<file path="src/rtl/mem_arb_pkg.sv">
// Shared encodings and helpers for the memory-port arbiter slice.
package mem_arb_pkg;

  localparam int unsigned RD_LAT_DEFAULT = 1;
  localparam int unsigned ADDR_W_DEFAULT = 16;

  typedef enum logic [1:0] {
    SZ_BYTE = 2'b00,
    SZ_HALF = 2'b01,
    SZ_WORD = 2'b10,
    SZ_ILL  = 2'b11
  } size_e;

  typedef enum logic [1:0] {
    ST_IDLE,
    ST_XFER_A,
    ST_XFER_B,
    ST_ACK
  } state_e;

  // Index of the final byte of an access (n-1).
  function automatic logic [1:0] last_byte(input logic [1:0] size);
    logic [1:0] r;
    case (size)
      SZ_BYTE: r = 2'd0;
      SZ_HALF: r = 2'd1;
      default: r = 2'd3;
    endcase
    return r;
  endfunction

  function automatic logic bad_access(input logic [1:0] size, input logic [1:0] lsb);
    logic r;
    case (size)
      SZ_BYTE: r = 1'b0;
      SZ_HALF: r = lsb[0];
      SZ_WORD: r = (lsb != 2'b00);
      default: r = 1'b1;
    endcase
    return r;
  endfunction

  function automatic logic [31:0] extend_load(input logic [31:0] raw, input logic [1:0] size,
                                              input logic uns);
    logic [31:0] r;
    case (size)
      SZ_BYTE: r = {{24{~uns & raw[7]}}, raw[7:0]};
      SZ_HALF: r = {{16{~uns & raw[15]}}, raw[15:0]};
      default: r = raw;
    endcase
    return r;
  endfunction

endpackage

</file>
<file path="src/rtl/mem_rr_arbiter.sv">
// Two-way round-robin grant; the last-grant register favours the other port on contention.
module mem_rr_arbiter (
  input  logic clk,
  input  logic rst,
  input  logic req_a_i,
  input  logic req_b_i,
  input  logic en_i,
  output logic gnt_a_o,
  output logic gnt_b_o
);

  // 1 = A was granted last; resets to B so A wins the first contest.
  logic last_a_q;

  always_comb begin
    gnt_a_o = req_a_i & (~req_b_i | ~last_a_q);
    gnt_b_o = req_b_i & (~req_a_i | last_a_q);
  end

  always_ff @(posedge clk or negedge rst) begin
    if (!rst) begin
      last_a_q <= 1'b0;
    end else if (en_i && (gnt_a_o || gnt_b_o)) begin
      last_a_q <= gnt_a_o;
    end
  end

endmodule

</file>
<file path="src/rtl/mem_port_arbiter.sv">
// Shares one byte-wide system_ram port between a CPU load/store port (A) and a debug byte-read port (B).
module mem_port_arbiter
  import mem_arb_pkg::*;
#(
  parameter int unsigned RD_LAT = RD_LAT_DEFAULT,
  parameter int unsigned ADDR_W = ADDR_W_DEFAULT
) (
  input  logic              clk,
  input  logic              rst,
  input  logic              a_req,
  input  logic              a_we,
  input  logic [1:0]        a_size,
  input  logic              a_unsigned,
  input  logic [ADDR_W-1:0] a_addr,
  input  logic [31:0]       a_wdata,
  output logic              a_ack,
  output logic              a_err,
  output logic [31:0]       a_rdata,
  input  logic              b_req,
  input  logic [ADDR_W-1:0] b_addr,
  output logic              b_ack,
  output logic [7:0]        b_rdata,
  output logic [ADDR_W-1:0] ram_addr,
  output logic [7:0]        ram_data,
  output logic              ram_wren,
  output logic              ram_rden,
  input  logic [7:0]        ram_q
);

  localparam logic [1:0] LAT = 2'(RD_LAT);

  state_e            state_q, state_d;
  logic [1:0]        cnt_q, cnt_d;
  logic [1:0]        wait_q, wait_d;
  logic [1:0]        size_q, size_d;
  logic [ADDR_W-1:0] addr_q, addr_d;
  logic              we_q, we_d;
  logic              uns_q, uns_d;
  logic              err_q, err_d;
  logic              own_a_q, own_a_d;
  logic [31:0]       wdata_q, wdata_d;
  logic [31:0]       buf_q, buf_d;
  logic [31:0]       a_rdata_q, a_rdata_d;
  logic [7:0]        b_rdata_q, b_rdata_d;
  logic [31:0]       merged;
  logic              gnt_a, gnt_b, arb_en;

  mem_rr_arbiter u_rr (
    .clk     (clk),
    .rst     (rst),
    .req_a_i (a_req),
    .req_b_i (b_req),
    .en_i    (arb_en),
    .gnt_a_o (gnt_a),
    .gnt_b_o (gnt_b)
  );

  always_comb begin
    state_d   = state_q;
    cnt_d     = cnt_q;
    wait_d    = wait_q;
    size_d    = size_q;
    addr_d    = addr_q;
    we_d      = we_q;
    uns_d     = uns_q;
    err_d     = err_q;
    own_a_d   = own_a_q;
    wdata_d   = wdata_q;
    buf_d     = buf_q;
    a_rdata_d = a_rdata_q;
    b_rdata_d = b_rdata_q;
    ram_addr  = '0;
    ram_data  = '0;
    ram_wren  = 1'b0;
    ram_rden  = 1'b0;
    arb_en    = 1'b0;
    merged    = buf_q;
    merged[{cnt_q, 3'b000} +: 8] = ram_q;

    unique case (state_q)
      ST_IDLE: begin
        arb_en = 1'b1;
        cnt_d  = '0;
        wait_d = '0;
        buf_d  = '0;
        // Request attributes are latched at grant so the transfer is immune to input churn.
        if (gnt_a) begin
          own_a_d = 1'b1;
          addr_d  = a_addr;
          size_d  = a_size;
          we_d    = a_we;
          uns_d   = a_unsigned;
          wdata_d = a_wdata;
          err_d   = bad_access(a_size, a_addr[1:0]);
          state_d = bad_access(a_size, a_addr[1:0]) ? ST_ACK : ST_XFER_A;
        end else if (gnt_b) begin
          own_a_d = 1'b0;
          addr_d  = b_addr;
          size_d  = SZ_BYTE;
          we_d    = 1'b0;
          uns_d   = 1'b1;
          wdata_d = '0;
          err_d   = 1'b0;
          state_d = ST_XFER_B;
        end
      end

      ST_XFER_A, ST_XFER_B: begin
        ram_addr = addr_q + ADDR_W'(cnt_q);
        if (we_q) begin
          ram_wren = 1'b1;
          ram_data = wdata_q[{cnt_q, 3'b000} +: 8];
          if (cnt_q == last_byte(size_q)) state_d = ST_ACK;
          else cnt_d = cnt_q + 2'd1;
        end else if (wait_q == 2'd0) begin
          ram_rden = 1'b1;
          wait_d   = 2'd1;
        end else if (wait_q == LAT) begin
          // Final wait cycle: ram_q is valid, fold it in and publish on the last byte.
          wait_d = '0;
          buf_d  = merged;
          if (cnt_q == last_byte(size_q)) begin
            state_d = ST_ACK;
            if (own_a_q) a_rdata_d = extend_load(merged, size_q, uns_q);
            else b_rdata_d = merged[7:0];
          end else begin
            cnt_d = cnt_q + 2'd1;
          end
        end else begin
          wait_d = wait_q + 2'd1;
        end
      end

      ST_ACK: begin
        state_d = ST_IDLE;
        cnt_d   = '0;
      end

      default: state_d = ST_IDLE;
    endcase
  end

  always_ff @(posedge clk or negedge rst) begin
    if (!rst) begin
      state_q   <= ST_IDLE;
      cnt_q     <= '0;
      wait_q    <= '0;
      size_q    <= '0;
      addr_q    <= '0;
      we_q      <= 1'b0;
      uns_q     <= 1'b0;
      err_q     <= 1'b0;
      own_a_q   <= 1'b0;
      wdata_q   <= '0;
      buf_q     <= '0;
      a_rdata_q <= '0;
      b_rdata_q <= '0;
    end else begin
      state_q   <= state_d;
      cnt_q     <= cnt_d;
      wait_q    <= wait_d;
      size_q    <= size_d;
      addr_q    <= addr_d;
      we_q      <= we_d;
      uns_q     <= uns_d;
      err_q     <= err_d;
      own_a_q   <= own_a_d;
      wdata_q   <= wdata_d;
      buf_q     <= buf_d;
      a_rdata_q <= a_rdata_d;
      b_rdata_q <= b_rdata_d;
    end
  end

  assign a_ack   = (state_q == ST_ACK) & own_a_q;
  assign a_err   = a_ack & err_q;
  assign b_ack   = (state_q == ST_ACK) & ~own_a_q;
  assign a_rdata = a_rdata_q;
  assign b_rdata = b_rdata_q;

endmodule

</file>
<file path="config.mk">
export PLATFORM = sky130hd
export DESIGN_NAME = mem_port_arbiter
export DESIGN_NICKNAME = d
export VERILOG_FILES = /design/src/rtl/mem_arb_pkg.sv /design/src/rtl/mem_rr_arbiter.sv /design/src/rtl/mem_port_arbiter.sv
export SDC_FILE = /design/constraint.sdc
export NUM_CORES = 1
export LEC_CHECK = 0
export BUFFER_PORTS_ARGS = -buffer_cell sky130_fd_sc_hd__buf_2
export CAP_MARGIN = 15
export CORE_MARGIN = 3
export CORE_UTILIZATION = 59
export DETAILED_ROUTE_END_ITERATION = 8
export GPL_TIMING_DRIVEN = 0
export PLACE_DENSITY = 0.85
export SYNTH_ARGS = -nofsm -noshare
export SYNTH_HDL_FRONTEND = slang
export SYNTH_SLANG_ARGS = --single-unit
</file>
<file path="constraint.sdc">
create_clock -name clk -period 7.7 [get_ports clk]
set_input_delay 0.77 -clock clk [delete_from_list [all_inputs] [get_ports clk]]
set_output_delay 0.77 -clock clk [all_outputs]
set_load 0.005 [all_outputs]
</file>
==> impl.org <==
** Run status
- Outcome :: finished, final reports clean

** Critical path
- Reg2Reg Setup Slack :: 4.80 ns
- For the worst setup path, the data required time is 6.93 ns.
- The critical path is of the flop to primary output type.
- Arrival time of the worst setup path :: 2.60 ns
- Along the worst path, the maximum fanout reaches 5.
- Startpoint of the worst register-to-register path :: cnt_q[0]$_DFFE_PN0P_
- R2R depth :: 9
- The worst setup path is launched from a flop.
- Kind of capture point of the worst setup path :: primary output
- Endpoint of the most critical register-to-register path :: a_rdata[27]$_DFFE_PN0P_

** Clock tree
- Buffers inserted to repair hold after CTS numbered 0.
- Number of levels the H-tree was split into :: 4
- After clock tree synthesis, the clock-pin slew on the worst setup and hold paths is 0.06 ns.
- Clock Sink Count :: 132
- The root buffer cell chosen for the clock tree is sky130_fd_sc_hd__clkbuf_8.
- The later pin in the worst-skew pair is clocked with a latency of 0.51 ns.
- No sink is reached through more buffers than the 2 on the longest clock path.
- The number of setup buffers added after CTS is 0.
- TritonCTS built the clock tree.
- Cts bufs inserted :: 17
- After clock tree synthesis, the repair step resized 0 gates.

** Min path
- Class of the worst hold path :: primary input to asynchronous set/reset pin

** Power
- Pwr Density :: 420 mW/mm^2
- Share of power burned in the clock network :: 0.243
- VDD IR max :: 0.000236 V
- Leakage power figure :: 0.00385 uW
- The internal portion of the total power is 2090 uW.
- Switching Power :: 1290 uW
- Total power :: 3380 uW
- The share of total power dissipated in sequential elements is 0.338.
- The share of total power dissipated in combinational logic is 0.419.
- Of the total power, the share spent switching nets is 0.382.

** Run
- Max-cap violations in this run came to 0.

** Timing
- Relative slew slack :: 0.567
- Max Transition Viols Final :: 0
- Worst-case hold slack :: 0.214 ns
- Setup total negative slack on the finished layout was measured at 0 ns.
- Clk_skew :: 0.0109 ns
- Setup repair after global routing left no endpoint under its margin.
- Time the final worst path needs with I/O delays and setup :: 3.37 ns
- In the finished design, the share of the clock period the worst path needs comes to 0.437.
- At the pin with the least slew margin, the transition time is 0.647 ns.
- The final hold violation count came to 0.
- Setup violations remaining at the end of the flow were counted as 0.
- Setup WS post-layout :: 4.33 ns
- Static timing analysis puts the maximum clock frequency at 297 MHz.

** Cells and area
- In the final layout, the share of cells above drive strength 1 is 0.286.
- Area added between synthesis and finish :: 23.9%
- Diode insertion count for antenna repair :: 0
- Total Nets Final :: 850

** Global route
- Congestion Overflow GR :: 0
- The first global-routing pass estimated 28,800 microns of wire.
- Vias in the first global route :: 5,786
- Pin count of the biggest net entering global routing :: 76
- Total GRT Usage :: 0.287
- The number of antenna violations at the first check in global routing is 0.

** Detailed routing
- Number of design-rule violations left by the first detailed-router iteration :: 409
- Wires add up to 17,200 microns.
- The count of nets left with antenna violations once routing finished came out at 0.
- Via count :: 5,594
- For this run, the detailed router's first-pass iteration total came to 5.
- In the final routed layout, each cell accounts on average for 19.0 microns.
- Mean number of vias per cell :: 6.15
- After detailed routing, the number of remaining DRC violations is 0.

** Die
- Die span in x :: 111 microns
- Initial cell density of the core :: 0.619
- The total area inside the core boundary comes to 0.0105 sq mm.
- The initialized floorplan defines 37 standard-cell rows.
- Num ports :: 149
- The die is 111 microns tall.
- Area enclosed by the die boundary :: 0.0123 sq mm

** Placed design
- Number of buffers added on ports :: 148
- Final weighted congestion in routability-driven placement :: 0.875
- OpenSTA, run right after detailed placement, puts the worst setup slack at 4.83 ns.
- After legalization and detailed placement, the total HPWL measured 12,100 microns.

** Synthesis
- The synthesized design contains 0 enable-type register cells.
- Async set-or-reset flop fraction in the synthesized netlist :: 1.00
- Among all flip-flop cells after synthesis, the most frequent one is sky130_fd_sc_hd__dfrtp_1.
- The share of the Yosys chip area taken by registers is 0.508.
- Averaged over all synthesized cells, the footprint is 11.0 sq um.
- The synthesized netlist occupies a cell area of 0.00651 sq mm.
- Number of instances in the synthesized netlist :: 592
- Unique cell type count in the Yosys netlist :: 52
- In this run, synthesis produced a sequential element count of 132.
- The number of nets in the synthesized netlist is 682.
- Synth warn :: 0
==> final cells by class <==
class / count / area [sq um]
Fill cell: 695 / 2450
Multi-Input combinational cell: 400 / 2930
Timing Repair Buffer: 149 / 774
Sequential cell: 132 / 3300
Buffer: 42 / 203
Clock buffer: 21 / 459
Inverter: 18 / 67.6
Tap cell: 136 / 170
Clock inverter: 11 / 150
==> cell usage after synthesis (8+ instances only) <==
library cell / number / area share
sky130_fd_sc_hd__a21oi_1: 18 / 0.014
sky130_fd_sc_hd__a22o_1: 52 / 0.070
sky130_fd_sc_hd__a31oi_1: 40 / 0.038
sky130_fd_sc_hd__and2_1: 25 / 0.024
sky130_fd_sc_hd__clkbuf_1: 30 / 0.017
sky130_fd_sc_hd__dfrtp_1: 132 / 0.51
sky130_fd_sc_hd__ha_1: 9 / 0.017
sky130_fd_sc_hd__inv_1: 18 / 0.010
sky130_fd_sc_hd__mux2_2: 12 / 0.021
sky130_fd_sc_hd__mux2i_1: 22 / 0.034
sky130_fd_sc_hd__mux4_2: 8 / 0.028
sky130_fd_sc_hd__nand2_1: 49 / 0.028
sky130_fd_sc_hd__nand2b_1: 21 / 0.020
sky130_fd_sc_hd__nor2_1: 9 / 0.0052
sky130_fd_sc_hd__nor2b_1: 12 / 0.012
sky130_fd_sc_hd__o21ai_0: 41 / 0.032
sky130_fd_sc_hd__xor2_1: 8 / 0.011
==> worst max-delay path, cell delays in order (launching register included) <==
cell,delay (ns)
sky130_fd_sc_hd__dfrtp_1,0.45
sky130_fd_sc_hd__ha_1,0.23
sky130_fd_sc_hd__fa_1,0.25
sky130_fd_sc_hd__nand4_1,0.23
sky130_fd_sc_hd__nor4_1,0.44
sky130_fd_sc_hd__xor2_1,0.21
sky130_fd_sc_hd__and2_1,0.17
sky130_fd_sc_hd__buf_2,0.12
==> power by group through the flow <==
stage          combinational, uW  clock [uW]  sequential, uW
2_1_floorplan                918           0            1110
3_3_place_gp                1330           0            1130
3_5_place_dp                1390           0            1150
4_1_cts                     1410         824            1140
5_1_grt                     1560         859            1180
6_report                    1420         823            1150
==> registers in the layout, summed over array words and instances (netlist names) <==
name and cells:
a_rdata 32, addr_q 16, b_rdata 8, buf_q 32, cnt_q 2, err_q 1, size_q 2, state_q 2
u_rr.last_a_q 1, uns_q 1, wait_q 2, wdata_q 32, we_q 1
==> logic make-up (layout without fill, tap and decap cells) <==
kind of cell / Yosys count / count (layout) / synth area share
muxes: 48 / 48 / 0.0956
buffers and inverters: 60 / 241 / 0.0415
AOI/OAI and AO/OA: 181 / 181 / 0.193
and+or+nand+nor: 148 / 148 / 0.124
adders and majority gates: 10 / 10 / 0.0204
DFF: 132 / 132 / 0.508
xor gates and xnor gates: 13 / 13 / 0.0175
==> layer usage <==
metal  GRT usage  wire, microns
met1       0.366           6830
met2       0.494           8800
met3      0.0639           1260
met4      0.0876            351
met5           0              0
==> layout by cell type, fill, tap and decap left out, types with 8 or more instances in the layout <==
cell	count
sky130_fd_sc_hd__a21oi_1	18
sky130_fd_sc_hd__a22o_1	52
sky130_fd_sc_hd__a31oi_1	40
sky130_fd_sc_hd__and2_1	25
sky130_fd_sc_hd__buf_2	153
sky130_fd_sc_hd__clkbuf_1	31
sky130_fd_sc_hd__clkbuf_16	16
sky130_fd_sc_hd__dfrtp_1	132
sky130_fd_sc_hd__ha_1	9
sky130_fd_sc_hd__inv_1	18
sky130_fd_sc_hd__mux2_2	12
sky130_fd_sc_hd__mux2i_1	22
sky130_fd_sc_hd__mux4_2	8
sky130_fd_sc_hd__nand2_1	49
sky130_fd_sc_hd__nand2b_1	21
sky130_fd_sc_hd__nor2_1	9
sky130_fd_sc_hd__nor2b_1	12
sky130_fd_sc_hd__o21ai_0	41
sky130_fd_sc_hd__xor2_1	8
==> worst max path at each step <==
stage / from / end / slack [ns] / cells after the start
finish: cnt_q[0]$_DFFE_PN0P_ / ram_addr[14] / 4.33 / 7
global placement: rst / wdata_q[22]$_DFFE_PN0P_ / 4.25 / 1
detailed placement: cnt_q[0]$_DFFE_PN0P_ / a_rdata[29]$_DFFE_PN0P_ / 4.83 / 9
floorplan: cnt_q[0]$_DFFE_PN0P_ / a_rdata[21]$_DFFE_PN0P_ / 5.21 / 9
global route: cnt_q[0]$_DFFE_PN0P_ / ram_addr[14] / 4.08 / 7
CTS: cnt_q[0]$_DFFE_PN0P_ / ram_addr[14] / 4.35 / 7
==> metrics by stage <==
stage                     instances   util  instance area (sq um)
after global routing            909  0.767                   8060
final                           909  0.767                   8060
after CTS                       909  0.767                   8060
after global placement          876  0.706                   7420
after floorplan                 592      -                   6510
after detailed placement        877  0.709                   7450
No activity file was read; power rests on OpenSTA's default activity.
